## src/rtl/gpio_input_capture.sv

```systemverilog
// gpio_input_capture
//   Makes the 32-bit pin bus from the pin-to-bus packer visible to the CPU over
//   Wishbone. Every bit is synchronised. Rising and falling edges are detected per bit
//   and latched into sticky pending bits. A level interrupt is raised while any bit is
//   pending.
//
//   Ports
//     clk, rst_n     system clock; synchronous active-low reset
//     gpio_in[31:0]  asynchronous pin bus (bit n = pin n)
//     wb_*           Wishbone slave
//                    word index wb_adr[1:0]:
//                      0 DATA (RO)
//                      1 RISE_EN (RW)
//                      2 FALL_EN (RW)
//                      3 PENDING (RW1C)
//     irq            high while any pending bit is set
//                    registered, so it lags pending by one cycle
//
//   Handshake: a strobe (wb_cyc & wb_stb) is acknowledged on the following edge,
//   provided wb_ack is not already high. That edge also commits any write and
//   registers read data. wb_ack is high for exactly one cycle. A strobe that is held
//   therefore completes one transfer every other cycle.
module gpio_input_capture #(
   parameter int SYNC_STAGES = 2,
   parameter int ADDR_WIDTH  = 4
) (
   input  logic                  clk,
   input  logic                  rst_n,
   input  logic [31:0]           gpio_in,
   input  logic [ADDR_WIDTH-1:0] wb_adr,
   input  logic [31:0]           wb_dat_i,
   input  logic [3:0]            wb_sel,
   input  logic                  wb_we,
   input  logic                  wb_cyc,
   input  logic                  wb_stb,
   output logic                  wb_ack,
   output logic [31:0]           wb_dat_o,
   output logic                  irq
);

   localparam int CW = $clog2(SYNC_STAGES + 2);
   localparam logic [CW-1:0] WARM_MAX = CW'(SYNC_STAGES + 1);

   localparam logic [1:0] A_DATA    = 2'd0;
   localparam logic [1:0] A_RISE_EN = 2'd1;
   localparam logic [1:0] A_FALL_EN = 2'd2;
   localparam logic [1:0] A_PENDING = 2'd3;

   logic [31:0]   sync_r [SYNC_STAGES];
   logic [31:0]   sync_q;
   logic [31:0]   prev;
   logic [31:0]   rise_en;
   logic [31:0]   fall_en;
   logic [31:0]   pending;
   logic [CW-1:0] warm_cnt;
   logic          warm_done;

   logic          xfer;
   logic          wr;
   logic [31:0]   lane_mask;
   logic [31:0]   clr;
   logic [31:0]   rise;
   logic [31:0]   fall;
   logic [31:0]   rd_data;
   logic [1:0]    idx;

   // Only the low two address bits are decoded; the rest are deliberately ignored.
   logic unused_adr;
   assign unused_adr = ^wb_adr;

   // Synchroniser chain.
   always_ff @(posedge clk) begin
      if (!rst_n) begin
         for (int i = 0; i < SYNC_STAGES; i++) sync_r[i] <= '0;
      end else begin
         sync_r[0] <= gpio_in;
         for (int i = 1; i < SYNC_STAGES; i++) sync_r[i] <= sync_r[i-1];
      end
   end

   assign sync_q = sync_r[SYNC_STAGES-1];

   // Warm-up counter. Edge detection stays masked until the chain and prev have
   // both filled with real pin values. Without this mask, a pin that is high out of
   // reset would look like a rising edge.
   always_ff @(posedge clk) begin
      if (!rst_n)                warm_cnt <= '0;
      else if (warm_cnt != WARM_MAX) warm_cnt <= warm_cnt + 1'b1;
   end

   assign warm_done = (warm_cnt == WARM_MAX);

   always_ff @(posedge clk) begin
      if (!rst_n) prev <= '0;
      else        prev <= sync_q;
   end

   assign rise = warm_done ? ( sync_q & ~prev) : '0;
   assign fall = warm_done ? (~sync_q &  prev) : '0;

   // Bus decode.
   assign idx       = wb_adr[1:0];
   assign xfer      = wb_cyc & wb_stb & ~wb_ack;
   assign wr        = xfer & wb_we;
   assign lane_mask = {{8{wb_sel[3]}}, {8{wb_sel[2]}}, {8{wb_sel[1]}}, {8{wb_sel[0]}}};
   assign clr       = (wr && idx == A_PENDING) ? (wb_dat_i & lane_mask) : '0;

   always_comb begin
      rd_data = '0;
      case (idx)
         A_DATA:    rd_data = sync_q;
         A_RISE_EN: rd_data = rise_en;
         A_FALL_EN: rd_data = fall_en;
         A_PENDING: rd_data = pending;
         default:   rd_data = '0;
      endcase
   end

   // Enable registers honour the byte lanes. Writes to DATA are acked but dropped.
   always_ff @(posedge clk) begin
      if (!rst_n) begin
         rise_en <= '0;
         fall_en <= '0;
      end else if (wr) begin
         if (idx == A_RISE_EN) rise_en <= (rise_en & ~lane_mask) | (wb_dat_i & lane_mask);
         if (idx == A_FALL_EN) fall_en <= (fall_en & ~lane_mask) | (wb_dat_i & lane_mask);
      end
   end

   // Sticky pending bits. The clear is applied before the set, so a new edge in the
   // same cycle as a W1C keeps its bit.
   always_ff @(posedge clk) begin
      if (!rst_n) pending <= '0;
      else        pending <= (pending & ~clr) | (rise & rise_en) | (fall & fall_en);
   end

   always_ff @(posedge clk) begin
      if (!rst_n) irq <= 1'b0;
      else        irq <= |pending;
   end

   always_ff @(posedge clk) begin
      if (!rst_n) begin
         wb_ack   <= 1'b0;
         wb_dat_o <= '0;
      end else begin
         wb_ack <= xfer;
         if (xfer && !wb_we) wb_dat_o <= rd_data;
      end
   end

endmodule

```

## config.mk

```make
export PLATFORM = sky130hd
export DESIGN_NAME = gpio_input_capture
export DESIGN_NICKNAME = d
export VERILOG_FILES = /design/src/rtl/gpio_input_capture.sv
export SDC_FILE = /design/constraint.sdc
export NUM_CORES = 1
export LEC_CHECK = 0
export CORE_MARGIN = 5
export CORE_UTILIZATION = 60
export CTS_BUF_LIST = sky130_fd_sc_hd__clkbuf_8
export CTS_CLUSTER_DIAMETER = 150
export DETAILED_ROUTE_END_ITERATION = 10
export PLACE_DENSITY_LB_ADDON = 0.15
export SYNTH_ARGS = -nofsm -noshare
export SYNTH_HDL_FRONTEND = slang
export SYNTH_SLANG_ARGS = --single-unit
export TNS_END_PERCENT = 10
```

## constraint.sdc

```tcl
create_clock -name clk -period 3.8 [get_ports clk]
set_input_delay 1.14 -clock clk [delete_from_list [all_inputs] [get_ports clk]]
set_output_delay 1.14 -clock clk [all_outputs]
set_load 0.02 [all_outputs]
```

* After elaboration in Yosys (flattened, before gate mapping)
Memory sizes are Yosys's and may differ from the RTL's.
Cells that the tools add are included.
Widths: inputs -> output; s select.
** Word-level totals
- Memories kept :: 1
- RAM bits :: 64
- Output and inout port bits :: 34
- Word-level logic and storage cells :: 52
- Bits in registers :: 164
- Input port bits :: 77
** Operators by class
- Add/sub/neg operators :: 1
- Reductions and logical operators :: 7
- Bitwise operators :: 22
- Equal/unequal tests :: 5
- Mux-type cells :: 8
** Memories
- sync_r :: depth 2, bits a word 32, rd ports 2, clocked after Yosys merged registers in 0, wr ports 2, RTL line 49 : logic [31:0] sync_r [SYNC_STAGES];
** Operator list (number)
- $and 32x32->32 :: 8
- $mux 32 :: 5
- $not 32->32 :: 4
- $or 32x32->32 :: 4
- $pmux 32 s4 :: 1
- $reduce_or 32->1 :: 1
- $eq 2x2->1 const B :: 3
- $reduce_and 2->1 :: 2
- $and 1x1->1 :: 3
- $add 2x1->2 const B :: 1
- $eq 2x1->1 const B :: 1
- $logic_and 1x1->1 :: 2
- $logic_not 2->1 :: 1
- $mux 1 :: 2
- $ne 2x2->1 const B :: 1
- $or 1x1->1 :: 2
- $logic_not 1->1 :: 1
- $not 1->1 :: 1

* Longest topological paths before layout
Gate-level depths: netlist of the first run.
- Depth after elaboration :: 9
- Gate-level depth with buffers :: 7
- Mapped depth without buffers :: 3

* Worst setup path after synthesis of the first run
No wires, ideal clock.
- Kind :: in2reg
- Start point :: input wb_adr[0]
- End point :: register wb_dat_o[22]
- Stages :: 5
- Arrival time :: 2.096 ns
- Setup time :: 0.117 ns
- Data required time :: 3.683 ns
- Setup slack :: 1.587 ns
- Buffers on the path :: 3
- Path through :: buf_6 buf_6 buf_2 mux4_2 a22o_1
** On the way
- Cells in the longest elaborated chain, start to end :: 2
- Elaborated cells between the ends (all ways) :: 5
- Those cells by class :: 3 x eq/ne; 1 x mux; 1 x reduce/logical
** RTL lines
- from (decl) :: RTL line 30 : input logic [ADDR_WIDTH-1:0] wb_adr,
- $eq 2x2->1, or another cell as far along :: RTL line 110 : case (idx)
- $pmux 32 s4 * :: RTL line 110
- to (signal assigned) :: RTL line 148 : if (xfer && !wb_we) wb_dat_o <= rd_data;
- to (decl) :: RTL line 37 : output logic [31:0] wb_dat_o,
Mark *: on every way between the ends. The rest lies on a longest branch, timed or not.
A chain may end at the register's enable or synchronous reset.

==> metrics.cfg, run 1 <==
[power]
p_comb_share_pct = 6.8
p_int_mw = 3.79
p_sw_share_pct = 23.2
pwr-share-seq_pct = 50.1
switchingPower_mw = 1.14
powerDensity_mw_per_mm2 = 452
irDropWorstVdd_v = 0.000429
p_total_mw = 4.93
p_clk_share_pct = 43.0
p_leak_nw = 4.22

[cells_and_area]
nNetsFinal = 1049
area_delta_synth_final_pct = 19.9
drive_gt1_share_pct = 10.2
final_common_cell = dfxtp_1
fin_cells = 1183
fin_area_mm2 = 0.0109
diodes = 0
final_cell_mix = dfxtp_1, clkdlybuf4s50_1, o21ai_0, and2_1, and3b_1

[worst_setup_path]
crit_path_start = wb_we
crit_type = in -> reg
rrSetupSlack_ns = 1.95
reg2reg_depth = 4
required_ns = 4.24
r2r_end = pending[16]
arrival_ns = 3.15
cp-end-kind = flop
worstReg2RegStart = warm_cnt[0]
cp_max_fo = 8
startpoint_type = input port

[floorplan]
die-height_um = 133
dieArea_mm2 = 0.0177
num_io_pins = 111
die_x_um = 133
num_rows = 45
start_util_pct = 60.5
coreArea_mm2 = 0.0150

[synth]
syn_avg_cell_area_um2 = 10.3
syn_nets = 959
yosys_warnings = 0
syn_area_mm2 = 0.00909
synth_top_area_share_pct = 50.2
synth.distinct_cells = 30
synth-edff-count = 0
synth_seq_area_share_pct = 50.2
yosys-top-cells-area = dfxtp_1, mux4_2, and2_1
synth_seq_cells = 228
ys.flop_type = dfxtp_1
yosys.area.top_type = dfxtp_1
async_flop_share_pct = 0
netlist_instances = 881

[route]
drt_iter0_markers = 682
ant_nets = 0
drt-total-wl_um = 22600
first_pass_iters = 5
vias = 7260
viasPerCell = 6.14
drc = 0
detail_route.wl_per_cell_um = 19.1

[global_routing]
grt_pass1_wl_um = 36800
antenna_found_initial = 0
grt_pass1_vias = 7393
grt_max_degree = 77
overflow = 0
grtUsageTotal_pct = 25.1

[sta]
tns_ns = 0
rsz0062_at_grt = false
tightest_slew_ns = 0.790
drv_slew = 0
final.min_clock_period_ns = 2.71
hold_violations = 0
final.period_utilization_pct = 71.4
clock.fmax_mhz = 369
skew_ns = 0.0165
slew_headroom_pct = 47.3
setup_viol = 0

[clock_network]
ctsResizeCount = 0
cts_max_level = 2
numCtsBuffers = 38
cts_buffer_depth = 3
cts_tree = done
clk_latency_ns = 0.53
holdBufCountCts = 0
clkTransAtPathRegs_ns = 0.06
post_cts_buffers = 0
clockRootBuffer = clkbuf_8
clkSinkCount = 228

[place]
dp_hpwl_um = 14200
place.gp.congestion = 0.799
dpl-instance-area_mm2 = 0.0102
dpl.cell_count = 1119
io_buffer_count = 108

[flow_run]
cap_viol_max_count = 0

[run_status]
outcome = finished, final reports clean

[hold_path]
min-delay-start = sync_r[0][2]
hold_depth = 1
min_path_type = reg -> reg
hold_end = sync_r[0][34]

-- cells by family after synthesis --
family          Yosys count  share of synthesized area (%)
fa+ha+maj                 1                          0.138
compound gates          194                           12.1
simple gates            318                           21.6
buf+inv                  74                           4.29
xor+xnor                  1                         0.0963
mux                      65                           11.6
flops                   228                           50.2
-- worst max path at each step --
| stage | end | depth (start not counted) | slack, ns |
|---|---|---|---|
| final | flop | 4 | 1.09 |
| after floorplan | wb_dat_o[22] | 5 | 1.59 |
| after CTS | wb_dat_o[31] | 1 | 1.10 |
| after global placement | flop | 4 | 0.74 |
| after global routing | flop | 4 | 1.02 |
| after detailed placement | flop | 4 | 0.61 |
-- synth_stat cells (5+ instances only) --
master and count:
buf_4 8, nand2_1 64, buf_2 16, nand4_1 34, and3b_1 68, o21ai_0 96
mux2i_1 33, and2_1 96, a21oi_1 64, nand3_1 32, nand3b_1 5, a22o_1 32
nor4_1 8, dfxtp_1 228, mux4_2 31, clkbuf_1 40
-- critical path, cell delays in order --
cell             delay [ns]
clkdlybuf4s50_1        0.58
and4b_1                0.51
and3_1                 0.63
mux2i_1                0.28
-- metrics by stage --
stage / worst slack (ns) / util [%] / hold slack, ns
after detailed placement: 0.609 / 67.6 / 0.419
after floorplan: 1.59 / - / 0.412
after global routing: 1.02 / 72.5 / 0.441
after CTS: 1.10 / 72.5 / 0.435
after global placement: 0.739 / 67.6 / 0.416
final: 1.09 / 72.5 / 0.432
-- layer usage --
metal / part of all wire, % / up-vias / track usage (%)
met5: 0 / - / 0
met4: 2.7 / 0 / 10.2
met3: 6.7 / 59 / 4.80
met2: 48 / 285 / 41.1
met1: 42 / 3565 / 32.9
li1: - / 3351 / -
-- layout make-up --
cell class,count,area (um^2)
multi-input combinational,579,4150
clock inverter,16,87.6
inverter,1,3.75
tap,188,235
timing repair buffer,123,1210
sequential,228,4560
fill,1090,4130
clock buffer,48,661
-- power groups by stage --
stage               sequential (mW)  combinational [mW]  clock, mW
floorplan                      2.51               0.188          0
global placement               2.52               0.322          0
detailed placement             2.52               0.333          0
CTS                            2.47               0.335       2.15
global route                   2.48               0.361       2.26
finish                         2.47               0.337       2.12
Note: power is estimated with default switching activity, not from simulation.
==> inputs of run 2 (changes only) <==
CORE_UTILIZATION = 58   (was 60)
clock period = 2.8 ns   (was 3.8 ns; I/O delays follow)
==> run 2 against run 1 <==
Design area is 1.1% higher; core utilization decreased by 0.56 points; hold slack worse by 0.0048 ns; global-route usage shrank 0.92 points; cell count up 2.7%; power is 35% higher; clock skew decreased by 0.0040 ns; register-to-register slack worse by 0.77 ns; non-clock buffer count increased by 9; die area increased by 3.2%.
==> metrics.cfg, run 2 (synthesized netlist as in run 1, its figures left out) <==
[clock_network]
clk_latency_ns = 0.52  ; was 0.53 ns
clkSinkCount = 228  ; unchanged
cts_tree = done  ; unchanged
holdBufCountCts = 0  ; unchanged
numCtsBuffers = 38  ; unchanged
clockRootBuffer = clkbuf_8  ; unchanged
ctsResizeCount = 0  ; unchanged
clkTransAtPathRegs_ns = 0.06  ; about the same
post_cts_buffers = 0  ; unchanged
cts_buffer_depth = 3  ; unchanged
cts_max_level = 2  ; unchanged

[floorplan]
start_util_pct = 59.4  ; was 60.5%
coreArea_mm2 = 0.0153  ; was 0.0150 mm^2
die-height_um = 135  ; was 133 um
die_x_um = 135  ; was 133 um
num_rows = 45  ; unchanged
num_io_pins = 111  ; unchanged
dieArea_mm2 = 0.0183  ; was 0.0177 mm^2

[route]
detail_route.wl_per_cell_um = 18.5  ; was 19.1 um
viasPerCell = 5.97  ; was 6.14
drt-total-wl_um = 22500  ; was 22600 um
first_pass_iters = 5  ; unchanged
ant_nets = 0  ; unchanged
drt_iter0_markers = 716  ; was 682
vias = 7250  ; was 7260
drc = 0  ; unchanged

[worst_setup_path]
arrival_ns = 1.51  ; was 3.15 ns
worstReg2RegStart = wb_ack  ; was warm_cnt[0]
cp_max_fo = 2  ; was 8
crit_path_end = wb_dat_o[31]
cp-end-kind = output pin  ; was flop
worst_path_max_delay_cell = clkdlybuf4s50_1  ; was and3_1
rrSetupSlack_ns = 1.18  ; was 1.95 ns
required_ns = 1.96  ; was 4.24 ns
path_depth = 1  ; was 4
crit_path_start = wb_dat_o[31]  ; was wb_we
reg2reg_depth = 4  ; unchanged
slowest_delay_ns = 0.63  ; about the same
startpoint_type = flop  ; was input port
crit_chain = clkdlybuf4s50_1  ; was clkdlybuf4s50_1, and4b_1, and3_1, mux2i_1
critPathTopFamily = buffers and inverters  ; was simple AND/OR/NAND/NOR gates
crit_type = reg -> out  ; was in -> reg
crit_buf_inv = 1  ; unchanged

[flow_run]
cap_viol_max_count = 0  ; unchanged

[power]
irDropWorstVdd_v = 0.000374  ; was 0.000429 V
p_int_mw = 5.12  ; was 3.79 mW
switchingPower_mw = 1.54  ; was 1.14 mW
p_sw_share_pct = 23.1  ; was 23.2%
p_clk_share_pct = 42.6  ; was 43.0%
pwr-share-seq_pct = 50.4  ; was 50.1%
p_comb_share_pct = 7.0  ; was 6.8%
p_leak_nw = 4.27  ; was 4.22 nW
powerDensity_mw_per_mm2 = 604  ; was 452 mW/mm^2

[cells_and_area]
utilization_pct = 72.0  ; was 72.5%
fillers = 1119  ; was 1090
final_common_cell = dfxtp_1  ; unchanged
drive_gt1_share_pct = 11.0  ; was 10.2%
final_cell_mix = dfxtp_1, clkdlybuf4s50_1, o21ai_0, and2_1, and3b_1  ; unchanged
diodes = 0  ; unchanged
regArea_mm2 = 0.00456  ; unchanged
multi_input_area_mm2 = 0.00415  ; unchanged
area_delta_synth_final_pct = 21.2  ; was 19.9%
nNetsFinal = 1058  ; was 1049

[run_status]
outcome = finished, final reports clean  ; unchanged

[global_routing]
antenna_found_initial = 0  ; unchanged
grt_max_degree = 139  ; was 77
overflow = 0  ; unchanged
grt_pass1_wl_um = 36000  ; was 36800 um
grtUsageTotal_pct = 24.1  ; was 25.1%
grt_pass1_vias = 7182  ; was 7393

[sta]
drv_slew = 0  ; unchanged
final.period_utilization_pct = 84.1
final.min_clock_period_ns = 2.35
hold_violations = 0  ; unchanged
skew_ns = 0.0125  ; was 0.0165 ns
setup_ws_ns = 0.446  ; was 1.09 ns
slew_headroom_pct = 47.9  ; was 47.3%
holdWs_ns = 0.427  ; was 0.432 ns
tightest_slew_ns = 0.781  ; was 0.790 ns
setup_viol = 0  ; unchanged
tns_ns = 0  ; unchanged
clock.fmax_mhz = 425
rsz0062_at_grt = false  ; unchanged

[hold_path]
min_path_type = reg -> reg  ; unchanged

[place]
dp_hpwl_um = 14300  ; was 14200 um
place.gp.congestion = 0.819  ; was 0.799
place_ws_ns = 0.158  ; was 0.609 ns
io_buffer_count = 108  ; unchanged

-- run 2: cell count changes in the layout (fill, tap and decap cells not counted), sizes merged --
cell / previous run / this run
clkinv: 1 / 5
buf: 18 / 27
clkbuf: 48 / 43
bufinv: 1 / 2
-- run 2: layer usage --
layer,part of all wire [%],GRT usage (%)
met5,0,0
met4,2.1,9.13
met3,6.8,4.72
met1,42,31.4
met2,49,40.0
-- run 2: per-stage QoR --
stage	power (mW)	cells	cell area, um^2
final	6.66	1215	11000
after global routing	6.90	1215	11000
after CTS	6.71	1215	11000
after detailed placement	3.88	1151	10300
after global placement	3.87	1151	10300
after floorplan	3.67	881	9090
-- run 2: cell type report --
class / count / share of cell area (%)
Clock inverter: 21 / 1.28
Timing Repair Buffer: 132 / 11.9
Inverter: 1 / 0.0341
Clock buffer: 43 / 5.37
Sequential cell: 228 / 41.4
Multi-Input combinational cell: 579 / 37.6
Tap cell: 211 / 2.39
-- run 2: how the worst min path moves through the flow --
stage / startpoint / endpoint / slack (ns) / cells after the start
finish: sync_r[0][25] / sync_r[0][57] / 0.43 / 1
floorplan: sync_r[0][0] / sync_r[0][32] / 0.41 / 1
global placement: sync_r[0][29] / sync_r[0][61] / 0.42 / 1
CTS: sync_r[0][25] / sync_r[0][57] / 0.43 / 1
detailed placement: sync_r[0][25] / sync_r[0][57] / 0.42 / 1
global route: sync_r[0][20] / sync_r[0][52] / 0.44 / 1
-- run 2: power groups by stage --
stage | clock network (mW) | registers [mW] | logic [mW]
finish | 2.84 | 3.35 | 0.466
global route | 3.04 | 3.36 | 0.500
CTS | 2.89 | 3.35 | 0.464
detailed placement | 0 | 3.42 | 0.460
global placement | 0 | 3.42 | 0.450
floorplan | 0 | 3.41 | 0.256
-- run 2: worst register-to-register path, cell delays in order (launching register included) --
cell	delay (ns)
dfxtp_1	0.32
and4b_1	0.50
and3_1	0.23
buf_4	0.20
mux2i_1	0.28
==> inputs of run 3 (changes only) <==
clock period = 2.4 ns   (was 2.8 ns; I/O delays follow)
==> run 3 against run 2 <==
Critical endpoint unchanged; core utilization up 0.85 points; non-clock buffer count up 7; register-to-register slack worse by 0.24 ns; via count up 1.8%; critical path type unchanged.
==> metrics.cfg, run 3 (synthesized netlist as in run 1, its figures left out) <==
[global_routing]
grt_pass1_wl_um = 36600  ; was 36000 um
grt_max_degree = 98  ; was 139
grt_pass1_vias = 7408  ; was 7182
overflow = 0  ; unchanged
grtUsageTotal_pct = 24.6  ; was 24.1%
antenna_found_initial = 0  ; unchanged

[sta]
skew_ns = 0.00836  ; was 0.0125 ns
final.period_utilization_pct = 93.7
clock.fmax_mhz = 445
hold_violations = 0  ; unchanged
setup_viol = 0  ; unchanged
final.min_clock_period_ns = 2.25
drv_slew = 0  ; unchanged
tightest_slew_ns = 0.785  ; was 0.781 ns
rsz0062_at_grt = false  ; unchanged
slew_headroom_pct = 47.7  ; was 47.9%
tns_ns = 0  ; unchanged

[hold_path]
min_path_type = reg -> reg  ; unchanged

[clock_network]
cts_max_level = 2  ; unchanged
clk_latency_ns = 0.52  ; about the same
numCtsBuffers = 38  ; unchanged
cts_buffer_depth = 3  ; unchanged
clockRootBuffer = clkbuf_8  ; unchanged
clkTransAtPathRegs_ns = 0.06  ; about the same
holdBufCountCts = 0  ; unchanged
clkSinkCount = 228  ; unchanged
ctsResizeCount = 0  ; unchanged
cts_tree = done  ; unchanged
post_cts_buffers = 0  ; unchanged

[place]
dp_hpwl_um = 14600  ; was 14300 um
io_buffer_count = 108  ; unchanged
dpl.cell_count = 1158  ; was 1151
place.gp.congestion = 0.834  ; was 0.819

[worst_setup_path]
startpoint_type = flop  ; unchanged
arrival_ns = 1.53  ; was 1.51 ns
cp-end-kind = output pin  ; unchanged
crit_buf_inv = 1  ; unchanged
cp_max_fo = 2  ; unchanged
crit_chain = clkdlybuf4s50_1  ; unchanged
worst_path_max_delay_cell = clkdlybuf4s50_1  ; unchanged
crit_type = reg -> out  ; unchanged
required_ns = 1.68  ; was 1.96 ns
critPathTopFamily = buffers and inverters  ; unchanged
slowest_delay_ns = 0.64  ; was 0.63 ns

[floorplan]
start_util_pct = 59.4  ; unchanged
num_io_pins = 111  ; unchanged
num_rows = 45  ; unchanged
coreArea_mm2 = 0.0153  ; unchanged
dieArea_mm2 = 0.0183  ; unchanged
die-height_um = 135  ; unchanged
die_x_um = 135  ; unchanged

[cells_and_area]
fin_cells = 1225  ; was 1215
area_delta_synth_final_pct = 22.6  ; was 21.2%
drive_gt1_share_pct = 12.1  ; was 11.0%
fillers = 1063  ; was 1119
final_common_cell = dfxtp_1  ; unchanged
diodes = 0  ; unchanged
final_cell_mix = dfxtp_1, clkdlybuf4s50_1, o21ai_0, and2_1, and3b_1  ; unchanged
nNetsFinal = 1065  ; was 1058

[route]
vias = 7378  ; was 7250
detail_route.wl_per_cell_um = 18.5  ; about the same
viasPerCell = 6.02  ; was 5.97
drc = 0  ; unchanged
drt_iter0_markers = 730  ; was 716
first_pass_iters = 6  ; was 5
ant_nets = 0  ; unchanged
drt-total-wl_um = 22700  ; was 22500 um

[power]
p_leak_nw = 4.33  ; was 4.27 nW
irDropWorstVdd_v = 0.000728  ; was 0.000374 V
powerDensity_mw_per_mm2 = 703  ; was 604 mW/mm^2

[run_status]
outcome = finished, final reports clean  ; unchanged

[flow_run]
cap_viol_max_count = 0  ; unchanged

==> run 3: changes by cell type in the layout (fill, tap and decap cells not counted), sizes merged <==
cell      delta
buf          +7
clkinv       +2
clkinvlp     +1
inv          -3
bufinv       -1
clkbuf       +4
==> run 3: path summary, 6_finish.rpt <==
check | to | startpoint | depth (start not counted) | slack (ns)
worst max-delay path | wb_dat_o[31] | wb_dat_o[31] | 1 | 0.15
worst min-delay path | sync_r[0][61] | sync_r[0][29] | 1 | 0.43
worst min register to register | sync_r[0][61] | sync_r[0][29] | 1 | 0.43
worst max register to register | flop | wb_ack | 5 | 0.94
==> run 3: cell type report <==
class / instances / area, um^2 / area share [%]
clock buffer: 47 / 647 / 5.80
multi-input combinational: 579 / 4150 / 37.2
tap: 211 / 264 / 2.37
timing repair buffer: 139 / 1410 / 12.7
sequential: 228 / 4560 / 40.9
inverter: 1 / 3.75 / 0.0337
clock inverter: 20 / 114 / 1.02
==> run 3: metrics by stage <==
step	hold slack [ns]	util [%]	instance area, um^2	setup slack, ns	power [mW]
global placement	0.415	67.9	10400	0.160	4.52
finish	0.432	72.8	11200	0.151	7.85
CTS	0.433	72.8	11200	0.118	7.92
detailed placement	0.419	67.9	10400	0.104	4.54
floorplan	0.412	-	9090	0.607	4.28
global route	0.440	72.8	11200	0.114	8.17
==> run 3: per-layer routing <==
layer / GRT usage, % / up-vias / routed length [um]
met5: 0 / - / 0
met4: 13.0 / 0 / 900
met3: 5.61 / 81 / 1850
met2: 39.5 / 357 / 10800
met1: 30.9 / 3551 / 9150
li1: - / 3389 / -
==> run 3: power breakdown <==
group          leakage (nW)  switching, mW  internal (mW)
Clock                 0.438           1.50           1.88
Combinational          2.04          0.293          0.261
Sequential             1.85         0.0442           3.87
